## src/rtl/pc_sequencer.sv

```systemverilog
// Multi-cycle PC sequencer: FETCH -> DECODE -> EXEC -> UPDATE, with branch/link control
// and an absorbing HALT state. All outputs are decoded from state and registers.
module pc_sequencer #(
  parameter logic [31:0] RESET_PC = 32'h0000_0000,
  parameter logic [31:0] PC_INC   = 32'd1
) (
  input  logic        clk,
  input  logic        rst,
  input  logic        start,
  input  logic        instr_valid,
  input  logic        halt_req,
  input  logic [3:0]  br_type,
  input  logic        flag_sign,
  input  logic        flag_zero,
  input  logic        flag_carry,
  input  logic [31:0] target,
  output logic [1:0]  addr_sel,
  output logic [31:0] pc,
  output logic        fetch_en,
  output logic        pc_we,
  output logic        link_we,
  output logic [31:0] link_addr,
  output logic        busy,
  output logic        halted
);

  typedef enum logic [2:0] {
    IDLE, FETCH, DECODE, EXEC, UPDATE, HALT
  } state_t;

  localparam logic [3:0] BR_NONE = 4'd0;
  localparam logic [3:0] BR_B    = 4'd1;
  localparam logic [3:0] BR_BR   = 4'd2;
  localparam logic [3:0] BR_BL   = 4'd3;
  localparam logic [3:0] BR_BLTZ = 4'd4;
  localparam logic [3:0] BR_BZ   = 4'd5;
  localparam logic [3:0] BR_BNZ  = 4'd6;
  localparam logic [3:0] BR_BCY  = 4'd7;
  localparam logic [3:0] BR_BNCY = 4'd8;

  localparam logic [1:0] SEL_IMM26 = 2'b00;
  localparam logic [1:0] SEL_REG   = 2'b01;
  localparam logic [1:0] SEL_IMM16 = 2'b10;
  localparam logic [1:0] SEL_ZERO  = 2'b11;

  state_t      state_reg, state_next;
  logic [3:0]  class_reg, class_next;
  logic [1:0]  sel_reg, sel_next;
  logic        taken_reg, taken_next;
  logic [31:0] pc_reg, pc_next;
  logic [31:0] pc_inc;
  logic [1:0]  decoded_sel;

  assign pc_inc = pc_reg + PC_INC;

  // Mux select for the incoming decoded class; reserved encodings fall to zero.
  always_comb begin
    decoded_sel = SEL_ZERO;
    case (br_type)
      BR_B, BR_BL, BR_BCY, BR_BNCY: decoded_sel = SEL_IMM26;
      BR_BR:                        decoded_sel = SEL_REG;
      BR_BLTZ, BR_BZ, BR_BNZ:       decoded_sel = SEL_IMM16;
      default:                      decoded_sel = SEL_ZERO;
    endcase
  end

  always_ff @(posedge clk) begin
    if (rst) begin
      state_reg <= IDLE;
      class_reg <= BR_NONE;
      sel_reg   <= SEL_ZERO;
      taken_reg <= 1'b0;
      pc_reg    <= RESET_PC;
    end else begin
      state_reg <= state_next;
      class_reg <= class_next;
      sel_reg   <= sel_next;
      taken_reg <= taken_next;
      pc_reg    <= pc_next;
    end
  end

  always_comb begin
    state_next = state_reg;
    class_next = class_reg;
    sel_next   = SEL_ZERO;
    taken_next = taken_reg;
    pc_next    = pc_reg;
    case (state_reg)
      IDLE: begin
        if (start) state_next = FETCH;
      end
      FETCH: begin
        state_next = DECODE;
      end
      DECODE: begin
        if (instr_valid) begin
          if (halt_req) begin
            state_next = HALT;
          end else begin
            state_next = EXEC;
            class_next = (br_type > BR_BNCY) ? BR_NONE : br_type;
            sel_next   = decoded_sel;
          end
        end
      end
      EXEC: begin
        state_next = UPDATE;
        sel_next   = sel_reg;
        case (class_reg)
          BR_B, BR_BR, BR_BL: taken_next = 1'b1;
          BR_BLTZ:            taken_next = flag_sign;
          BR_BZ:              taken_next = flag_zero;
          BR_BNZ:             taken_next = !flag_zero;
          BR_BCY:             taken_next = flag_carry;
          BR_BNCY:            taken_next = !flag_carry;
          default:            taken_next = 1'b0;
        endcase
      end
      UPDATE: begin
        state_next = FETCH;
        pc_next    = taken_reg ? target : pc_inc;
      end
      HALT: begin
        state_next = HALT;
      end
      default: begin
        state_next = IDLE;
      end
    endcase
  end

  assign addr_sel  = sel_reg;
  assign pc        = pc_reg;
  assign link_addr = pc_inc;
  assign fetch_en  = (state_reg == FETCH);
  assign pc_we     = (state_reg == UPDATE);
  assign link_we   = (state_reg == UPDATE) && (class_reg == BR_BL);
  assign busy      = (state_reg == FETCH) || (state_reg == DECODE) ||
                     (state_reg == EXEC)  || (state_reg == UPDATE);
  assign halted    = (state_reg == HALT);

endmodule
```

## config.mk

```make
export PLATFORM = sky130hd
export DESIGN_NAME = pc_sequencer
export DESIGN_NICKNAME = d
export VERILOG_FILES = /design/src/rtl/pc_sequencer.sv
export SDC_FILE = /design/constraint.sdc
export NUM_CORES = 1
export LEC_CHECK = 0
export ABC_AREA = 1
export CORE_ASPECT_RATIO = 1.75
export CORE_MARGIN = 2
export CORE_UTILIZATION = 40
export CTS_CLUSTER_SIZE = 40
export DETAILED_ROUTE_END_ITERATION = 8
export PLACE_DENSITY = 0.78
export RECOVER_POWER = 25
export SYNTH_ARGS = -nofsm -noshare
export SYNTH_HDL_FRONTEND = slang
export SYNTH_SLANG_ARGS = --single-unit
```

## constraint.sdc

```tcl
create_clock -name clk -period 1.45 [get_ports clk]
set_input_delay 0.145 -clock clk [delete_from_list [all_inputs] [get_ports clk]]
set_output_delay 0.145 -clock clk [all_outputs]
set_load 0.1 [all_outputs]
```

==> results of run 1 <==
[logic make-up after synthesis]
group                      after synthesis
adders and majority gates                1
buffers and inverters                   52
and+or+nand+nor                        232
xor gates and xnor gates                15
AOI/OAI and AO/OA                      111
DFF                                     42
[per-stage QoR]
step                      hold WS [ps]  worst slack, ps  area (um^2)
after floorplan                    288            -1200         3440
after global placement             483             -173         5870
after detailed placement           506             -224         5870
after CTS                          440             -488         6580
[what timing repair did]
action	4_1_cts
gates resized for setup	96
setup endpoints to repair	62
pin swaps	47
setup buffers	28
gates cloned	0
==> out/qor.csv, run 1 <==
stage,metric,value,unit
floorplan,Top Ports,115,
floorplan,Die Y,116,um
clocking,CTS Buffer Depth,2,
outcome,Fail Step,global routing,
synthesis,"EDFF count, synth",0,
synthesis,syn avg cell area,6.31,um^2
global_routing,largest net degree at the start of global routing,33,
outcome,stop err,"[ERROR DPL-0038] Utilization greater than 100%, impossible to legalize",
floorplan,Initial Utilization,0.414,
synthesis,"Async S/R FF share, synth",0,
place,RePlAce Congestion,0.983,
place,IO buf count,114,
clocking,clock sink count,42,
synthesis,Mapped Cells,453,
floorplan,die width,67.9,um
synthesis,Synth Area in Simple Gates,0.366,
synthesis,multiplexer share of the synthesized area,0,
synthesis,top-count cell post-synth,nand2_1,
synthesis,post-synthesis cell area,0.00286,mm^2
synthesis,Synth Area in Adders,0.00438,
synthesis,YS warnings,0,
synthesis,number of synthesized register bits,42,
synthesis,ys flop type,dfxtp_1,
place,HPWL after detailed placement,9740,um
clocking,htree depth,2,
clocking,CTS Root Cell,clkbuf_16,
clocking,Num CTS Buffers,5,
synthesis,top post-synthesis cells by area,"dfxtp_1, nand2_1, a21oi_1",
synthesis,compound-cell area share of the yosys netlist,0.201,
synthesis,post-synthesis sequential area ratio,0.294,
synthesis,Unique masters post-synth,30,
outcome,status,stopped before the end,
place,number of instances in the placed design,703,
synthesis,Post-Synth XOR/XNOR Area,0.0643,
synthesis,Synth top area share,0.294,
timing,WEP type,primary output,
floorplan,row count,40,
synthesis,main combinational cell family by area after synthesis,simple AND/OR/NAND/NOR gates,
timing,GRT worst endpoint,link_addr[17],
synthesis,Synth Net Count,498,
synthesis,post-synth top area cell,dfxtp_1,
synthesis,most frequent cells after synthesis,"nand2_1, a21oi_1, dfxtp_1",
clocking,# hold bufs at CTS,0,
==> run 2: changes to the inputs <==
Settings changed: CORE_ASPECT_RATIO 1.75 to unset, CTS_CLUSTER_SIZE 40 to unset, PLACE_DENSITY 0.78 to unset, PLACE_DENSITY_LB_ADDON set to 0.15.
Clock period 1.45 ns to 1.9 ns, I/O delays scaled along.
==> run 2 against run 1 <==
- the flow now finishes, with violations (negative setup slack)
- area after synthesis is the same
- synthesized cell count unchanged
==> out/qor.csv, run 2 <==
stage,metric,value,unit,change
global_routing,vias in the first global route,3562,,
clocking,htree depth,2,,unchanged
timing,RSZ-0062 raised after global routing,true,,
timing,Least-Margin Pin Slew,561,ps,
cells_and_area,"commonest non-fill, non-tap cells in the layout","nand2_1, a21oi_1, buf_4",,
worst_setup_path,kind of critical path,flip-flop to primary output,,
synthesis,Synth Net Count,498,,unchanged
synthesis,post-synthesis sequential area ratio,0.294,,unchanged
floorplan,Top Ports,115,,unchanged
synthesis,top-count cell post-synth,nand2_1,,
min_path,hold path cells,3,,
global_routing,Most Crowded Layer GR,met2,,
drt,Remaining DRCs,0,,
synthesis,top post-synthesis cells by area,"dfxtp_1, nand2_1, a21oi_1",,
synthesis,syn avg cell area,6.31,um^2,unchanged
outcome,status,"finished, violations left",,
clocking,clk slew on worst S/H paths,90,ps,
worst_setup_path,R2R depth,12,,
place,IO buf count,114,,unchanged
power,Final Total Pwr,2.94,mW,
outcome,failing checks,negative setup slack,,
place,number of instances in the placed design,656,,-6.7%
worst_setup_path,worst-path maximum fanout,5,,
worst_setup_path,worst r2r src,pc[0],,
global_routing,met2 GRT Util,0.468,,
worst_setup_path,CP startpoint kind,flip-flop,,
synthesis,Synth top area share,0.294,,unchanged
cells_and_area,max reg flops,32,,
worst_setup_path,Critical path buffers and inverters,2,,
global_routing,largest net degree at the start of global routing,33,,
drt,final WL,10600,um,
worst_setup_path,"CP delay by family, top",simple AND/OR/NAND/NOR gates,,
synthesis,ys flop type,dfxtp_1,,
timing,Period minus WS final,2050,ps,
power,leakage power,2.25,nW,
cells_and_area,Filler Cells Inserted,460,,
timing,worst hold slack,469,ps,
timing,worst setup margin,-145,ps,
cells_and_area,Antenna diodes,0,,
global_routing,grt total ovfl,0,,
synthesis,"EDFF count, synth",0,,unchanged
timing,max_slew headroom,0.628,,
worst_setup_path,CP arrival,1860,ps,
place,HPWL after detailed placement,7380,um,-24%
synthesis,Unique masters post-synth,30,,unchanged
clocking,Clock Latency Late Sink,310,ps,
cells_and_area,P&R area growth vs syn,92.9,%,
timing,Final setup viols,18,,
floorplan,Initial Utilization,0.416,,+0.00226
clocking,CTS tree,yes,,
worst_setup_path,Critical-path top delay cell,dfxtp_4,,
floorplan,Die Y,88.5,um,-24%
timing,fmax,489,MHz,
cells_and_area,"commonest non-fill, non-tap cell in the layout",nand2_1,,
min_path,hold endpoint,pc[1],,
drt,antenna-violating nets left,0,,
synthesis,number of synthesized register bits,42,,unchanged
global_routing,grt met3 use,0.0401,,
drt,Avg WL per Cell,15.1,um,
synthesis,"Async S/R FF share, synth",0,,unchanged
worst_setup_path,worst path cell trace,ha_4 -> inv_4 -> nor2_4 -> nand2_4 -> nor2_4 -> nand2_1 -> nand2_1 -> and2_4 -> buf_12,,
clocking,CTS Root Cell,clkbuf_8,,
clocking,clock sink count,42,,unchanged
worst_setup_path,CP endpoint kind,primary output,,
drt,initial drt markers,218,,
worst_setup_path,CP required,1710,ps,
place,RePlAce Congestion,0.863,,-12%
floorplan,Core Area,0.00687,mm^2,
global_routing,first-pass GRT wire length,16800,um,
floorplan,row count,30,,-25%
global_routing,GRT Total Usage,0.272,,
timing,Clock Skews,11.5,ps,
power,Peak VDD IR,684,uV,
floorplan,die width,88.5,um,+30%
drt,TritonRoute pass-1 iters,4,,
min_path,hold path start,target[1],,
synthesis,Mapped Cells,453,,unchanged
timing,"Slew Viols, Final",0,,
global_routing,initial antenna violation count,0,,
power,PwrDens,533,mW/mm^2,
job,max-cap violation count,0,,
worst_setup_path,worst reg2reg endpoint,pc[24],,
global_routing,M1 GR Usage,0.354,,
worst_setup_path,Reg2Reg Setup Slack,110,ps,
clocking,Num CTS Buffers,5,,unchanged
synthesis,most frequent cells after synthesis,"nand2_1, a21oi_1, dfxtp_1",,
cells_and_area,non-filler instance count after layout,702,,
cells_and_area,Layout Nets,650,,
worst_setup_path,Worst path max stage delay,390,ps,
floorplan,total die area,0.00784,mm^2,
drt,Vias/cell,5.21,,
synthesis,post-synthesis cell area,0.00286,mm^2,unchanged
drt,total number of vias,3655,,
timing,final cycle utilization of the critical path,1.08,,
min_path,Min-Delay Path Class,input port to flip-flop,,
timing,"Hold Vio Cnt, Final",0,,
cells_and_area,layout cells sized above 1,0.439,,
synthesis,post-synth top area cell,dfxtp_1,,
clocking,CTS Buffer Depth,2,,unchanged
synthesis,YS warnings,0,,unchanged
==> run 2: cell counts after synthesis <==
No cell type changed its count.
==> run 2: how the worst max path moves through the flow <==
stage | to | startpoint | cells past startpoint | slack [ps]
floorplan | pc[3] | pc[0] | 5 | -750
global placement | link_addr[24] | pc[0] | 9 | 170
detailed placement | link_addr[24] | pc[0] | 8 | 120
CTS | link_addr[24] | pc[0] | 9 | -80
global route | link_addr[24] | pc[1] | 9 | -190
finish | link_addr[24] | pc[0] | 9 | -150
==> run 2: power by group <==
group	switching, mW	internal [mW]	leakage (nW)	total [mW]
sequential	0.0720	0.917	0.360	0.989
combinational	0.888	0.440	1.84	1.33
clock	0.364	0.260	0.0484	0.624
total	1.32	1.62	2.25	2.94
==> run 2: logic make-up (layout without fill, tap and decap cells) <==
kind of cell             count (synthesis)  after routing  synth area share
adder cells (fa/ha/maj)                  1              1           0.00438
XOR/XNOR                                15             15            0.0643
AO/OA/AOI/OAI                          111            111             0.201
flip-flops                              42             42             0.294
AND/OR/NAND/NOR                        232            232             0.366
buffers and inverters                   52            205            0.0700
==> run 2: worst reg2reg max path, stage by stage (launching register included) <==
cell     delay [ps]
dfxtp_4         390
ha_4            150
inv_4            40
nor2_4          110
nand2_4         100
nor2_4          250
nand2_1          90
nand2_1         100
buf_4           110
buf_4            90
buf_4            90
nand3_2          60
a21oi_2         140
==> run 2: metal layers <==
layer  up-vias  part of all wire
met4         0             0.011
met2       136              0.51
met3        10             0.063
li1       1779                 -
met1      1730              0.42
met5         -                 0
==> run 2: cell type report <==
class	count	area (um^2)	share of cell area
Clock buffer	5	68.8	0.0125
Clock inverter	3	20.0	0.00363
Inverter	35	138	0.0250
Multi-Input combinational cell	359	2470	0.448
Sequential cell	42	927	0.168
Tap cell	96	120	0.0218
Timing Repair Buffer	162	1770	0.321
==> run 2: per-stage QoR <==
| step | instance area (um^2) | TNS, ps | setup WS [ps] | utilization |
|---|---|---|---|---|
| after floorplan | 3440 | -22140 | -750 | - |
| after global placement | 4980 | 0 | 172 | 0.725 |
| after detailed placement | 4980 | 0 | 122 | 0.725 |
| after CTS | 5430 | -741 | -79.7 | 0.790 |
| after global routing | 5510 | -2330 | -191 | 0.803 |
| final | 5510 | -1100 | -145 | 0.803 |
==> run 2: what timing repair did <==
action,4_1_cts,5_1_grt
setup buffers,32,9
setup endpoints to repair,23,25
hold buffers,0,0
resized for setup,29,29
pin swaps,26,23
(Power assumes the default switching activity.)
==> run 3: changes to the inputs <==
Clock period 1.9 ns to 2.3 ns, I/O delays scaled along.
==> run 3 against run 2 <==
- the run now ends clean
- cell count is 5.6% lower
- global-route usage fell by 2.6 points
- non-clock buffer count decreased by 39
- first-iteration DRC count fell by 35%
- wire length fell by 12%
- die area is the same
- flip-flop and latch count unchanged
- sequential share of layout area is 1.4 points higher
- clock power shrank 24%
- register-to-register slack improved by 410 ps
- combinational power down 25%
- critical path depth decreased by 2
==> out/qor.csv, run 3 (synthesized netlist as in run 2, its figures left out) <==
stage,metric,value,unit,change
outcome,status,finished clean,,
worst_setup_path,"CP delay by family, top",simple AND/OR/NAND/NOR gates,,
power,Clock power frac,0.206,,-0.006
power,sw frac,0.441,,-0.00936
min_path,hold endpoint,addr_sel[1],,
cells_and_area,Antenna diodes,0,,unchanged
power,Peak VDD IR,375,uV,-45%
floorplan,Die Y,88.5,um,unchanged
drt,Remaining DRCs,0,,unchanged
cells_and_area,"commonest non-fill, non-tap cells in the layout","nand2_1, a21oi_1, clkdlybuf4s50_1",,
place,HPWL after detailed placement,7140,um,-3.2%
power,leakage power,1.85,nW,-18%
power,Power Internal,1.29,mW,-20%
cells_and_area,Filler Cells Inserted,562,,+22%
drt,total number of vias,3430,,-6.2%
timing,Period minus WS final,2200,ps,
timing,Least-Margin Pin Slew,1190,ps,+632 ps
drt,initial drt markers,142,,-35%
global_routing,vias in the first global route,3233,,-9.2%
floorplan,row count,30,,unchanged
power,combinational cell fraction of total power,0.434,,-0.017
drt,Vias/cell,5.17,,-0.64%
power,Final Total Pwr,2.31,mW,-22%
worst_setup_path,Critical-path top delay cell,dfxtp_4,,
min_path,hold path start,addr_sel[1],,
global_routing,first-pass GRT wire length,15100,um,-10%
drt,antenna-violating nets left,0,,unchanged
clocking,CTS Root Cell,clkbuf_8,,
clocking,clk slew on worst S/H paths,80,ps,about the same
timing,fmax,454,MHz,
global_routing,largest net degree at the start of global routing,33,,unchanged
floorplan,total die area,0.00784,mm^2,unchanged
timing,worst setup margin,97.5,ps,+242 ps
cells_and_area,max reg flops,32,,unchanged
clocking,clock sink count,42,,unchanged
worst_setup_path,Critical path buffers and inverters,2,,unchanged
drt,Avg WL per Cell,14.1,um,-6.9%
floorplan,Core Area,0.00687,mm^2,unchanged
timing,Final setup viols,0,,-18
place,Post-DP Area,0.00483,mm^2,-3.0%
timing,RSZ-0062 raised after global routing,false,,
clocking,Clock Latency Late Sink,300,ps,about the same
worst_setup_path,CP startpoint kind,flip-flop,,
drt,TritonRoute pass-1 iters,4,,unchanged
place,IO buf count,114,,unchanged
timing,Clock Skews,9.28,ps,-2.21 ps
timing,final cycle utilization of the critical path,0.958,,
clocking,Num CTS Buffers,5,,unchanged
worst_setup_path,CP required,2070,ps,+360 ps
worst_setup_path,R2R depth,8,,-4
cells_and_area,final design utilization,0.707,,-0.0954
worst_setup_path,worst-path maximum fanout,5,,unchanged
place,RePlAce Congestion,0.876,,+1.5%
worst_setup_path,kind of critical path,flip-flop to primary output,,
floorplan,Top Ports,115,,unchanged
cells_and_area,Layout Nets,611,,-6.0%
timing,"Slew Viols, Final",0,,unchanged
worst_setup_path,worst reg2reg endpoint,pc[17],,
power,share of total power in sequential cells,0.360,,+0.024
worst_setup_path,CP arrival,1970,ps,+110 ps
power,PwrDens,474,mW/mm^2,-11%
worst_setup_path,Worst path max stage delay,380,ps,about the same
power,Sw Pwr,1.02,mW,-23%
clocking,htree depth,2,,unchanged
worst_setup_path,CP most frequent cell,nor2_4,,
floorplan,Initial Utilization,0.416,,unchanged
job,max-cap violation count,0,,unchanged
worst_setup_path,Reg2Reg Setup Slack,520,ps,+410 ps
timing,max_slew headroom,0.208,,-0.420
min_path,Min-Delay Path Class,flip-flop to flip-flop,,
place,dpl ws,287,ps,+165 ps
cells_and_area,P&R area growth vs syn,69.9,%,
clocking,CTS Buffer Depth,2,,unchanged
clocking,CTS tree,yes,,
worst_setup_path,worst r2r src,pc[0],,
min_path,hold path cells,2,,-1
worst_setup_path,CP endpoint kind,primary output,,
timing,"Hold Vio Cnt, Final",0,,unchanged
worst_setup_path,worst path cell trace,clkinvlp_4 -> nor2_4 -> nand2_4 -> nor2_4 -> nand3b_1 -> nand2_8 -> buf_12,,
cells_and_area,"commonest non-fill, non-tap cell in the layout",nand2_1,,
global_routing,grt total ovfl,0,,unchanged
drt,final WL,9320,um,-12%
cells_and_area,layout cells sized above 1,0.293,,-0.146
global_routing,GRT Total Usage,0.245,,-0.0263
cells_and_area,post-route cell area,0.00486,mm^2,-12%
floorplan,die width,88.5,um,unchanged
global_routing,initial antenna violation count,0,,unchanged
## run 3: cell types whose count changed in the layout (fill, tap and decap cells not counted), sizes merged
cell,delta
buf,-42
clkbuf,+6
clkinv,-2
inv,-1
## run 3: through the flow
stage	std cells	hold slack, ps	setup TNS (ps)
3_5_place_dp	653	459	0
3_3_place_gp	653	460	0
2_1_floorplan	453	373	-6300
6_report	663	473	0
5_1_grt	663	500	0
4_1_cts	662	480	0
## run 3: power by group through the flow
stage	Clock, mW	Sequential, mW	Combinational, mW
after CTS	0.490	0.831	1.02
after detailed placement	0	0.848	1.02
after global placement	0	0.846	1.01
after floorplan	0	1.04	0.496
after global routing	0.513	0.839	1.04
final	0.474	0.831	1.00
## run 3: how the worst max path moves through the flow
stage | slack, ps | depth (start not counted) | startpoint | endpoint
floorplan | -440 | 7 | pc[0] | pc[9]
global placement | 320 | 8 | pc[0] | link_addr[24]
detailed placement | 290 | 8 | pc[0] | link_addr[24]
CTS | 20 | 8 | pc[0] | link_addr[24]
global route | 6 | 7 | pc[0] | link_addr[17]
finish | 100 | 7 | pc[0] | link_addr[17]
## run 3: final cells by class
cell class | instances | area (um^2) | area share
clock buffer | 8 | 80.1 | 0.0165
sequential | 42 | 885 | 0.182
inverter | 35 | 135 | 0.0278
timing repair buffer | 123 | 1360 | 0.279
multi-input combinational | 359 | 2280 | 0.469
tap | 96 | 120 | 0.0247
## run 3: metal layers
layer,track usage,part of all wire,up-vias
met5,0,0,-
met4,0.0730,0.015,0
met3,0.0401,0.053,13
met2,0.427,0.49,118
met1,0.313,0.44,1597
li1,-,-,1702
## run 3: worst min-delay path, stage by stage, from the launching register on
cell,delay [ps]
dfxtp_1,330
nand2_1,50
nand3_1,70
## run 3: what timing repair did
item / in CTS / in global routing
buffers inserted: 1 / 1
pin swaps: 1 / 2
setup endpoints to repair: 1 / 6
hold buffers: 0 / 0
gates resized for setup: 0 / 2
gates cloned: 0 / 0
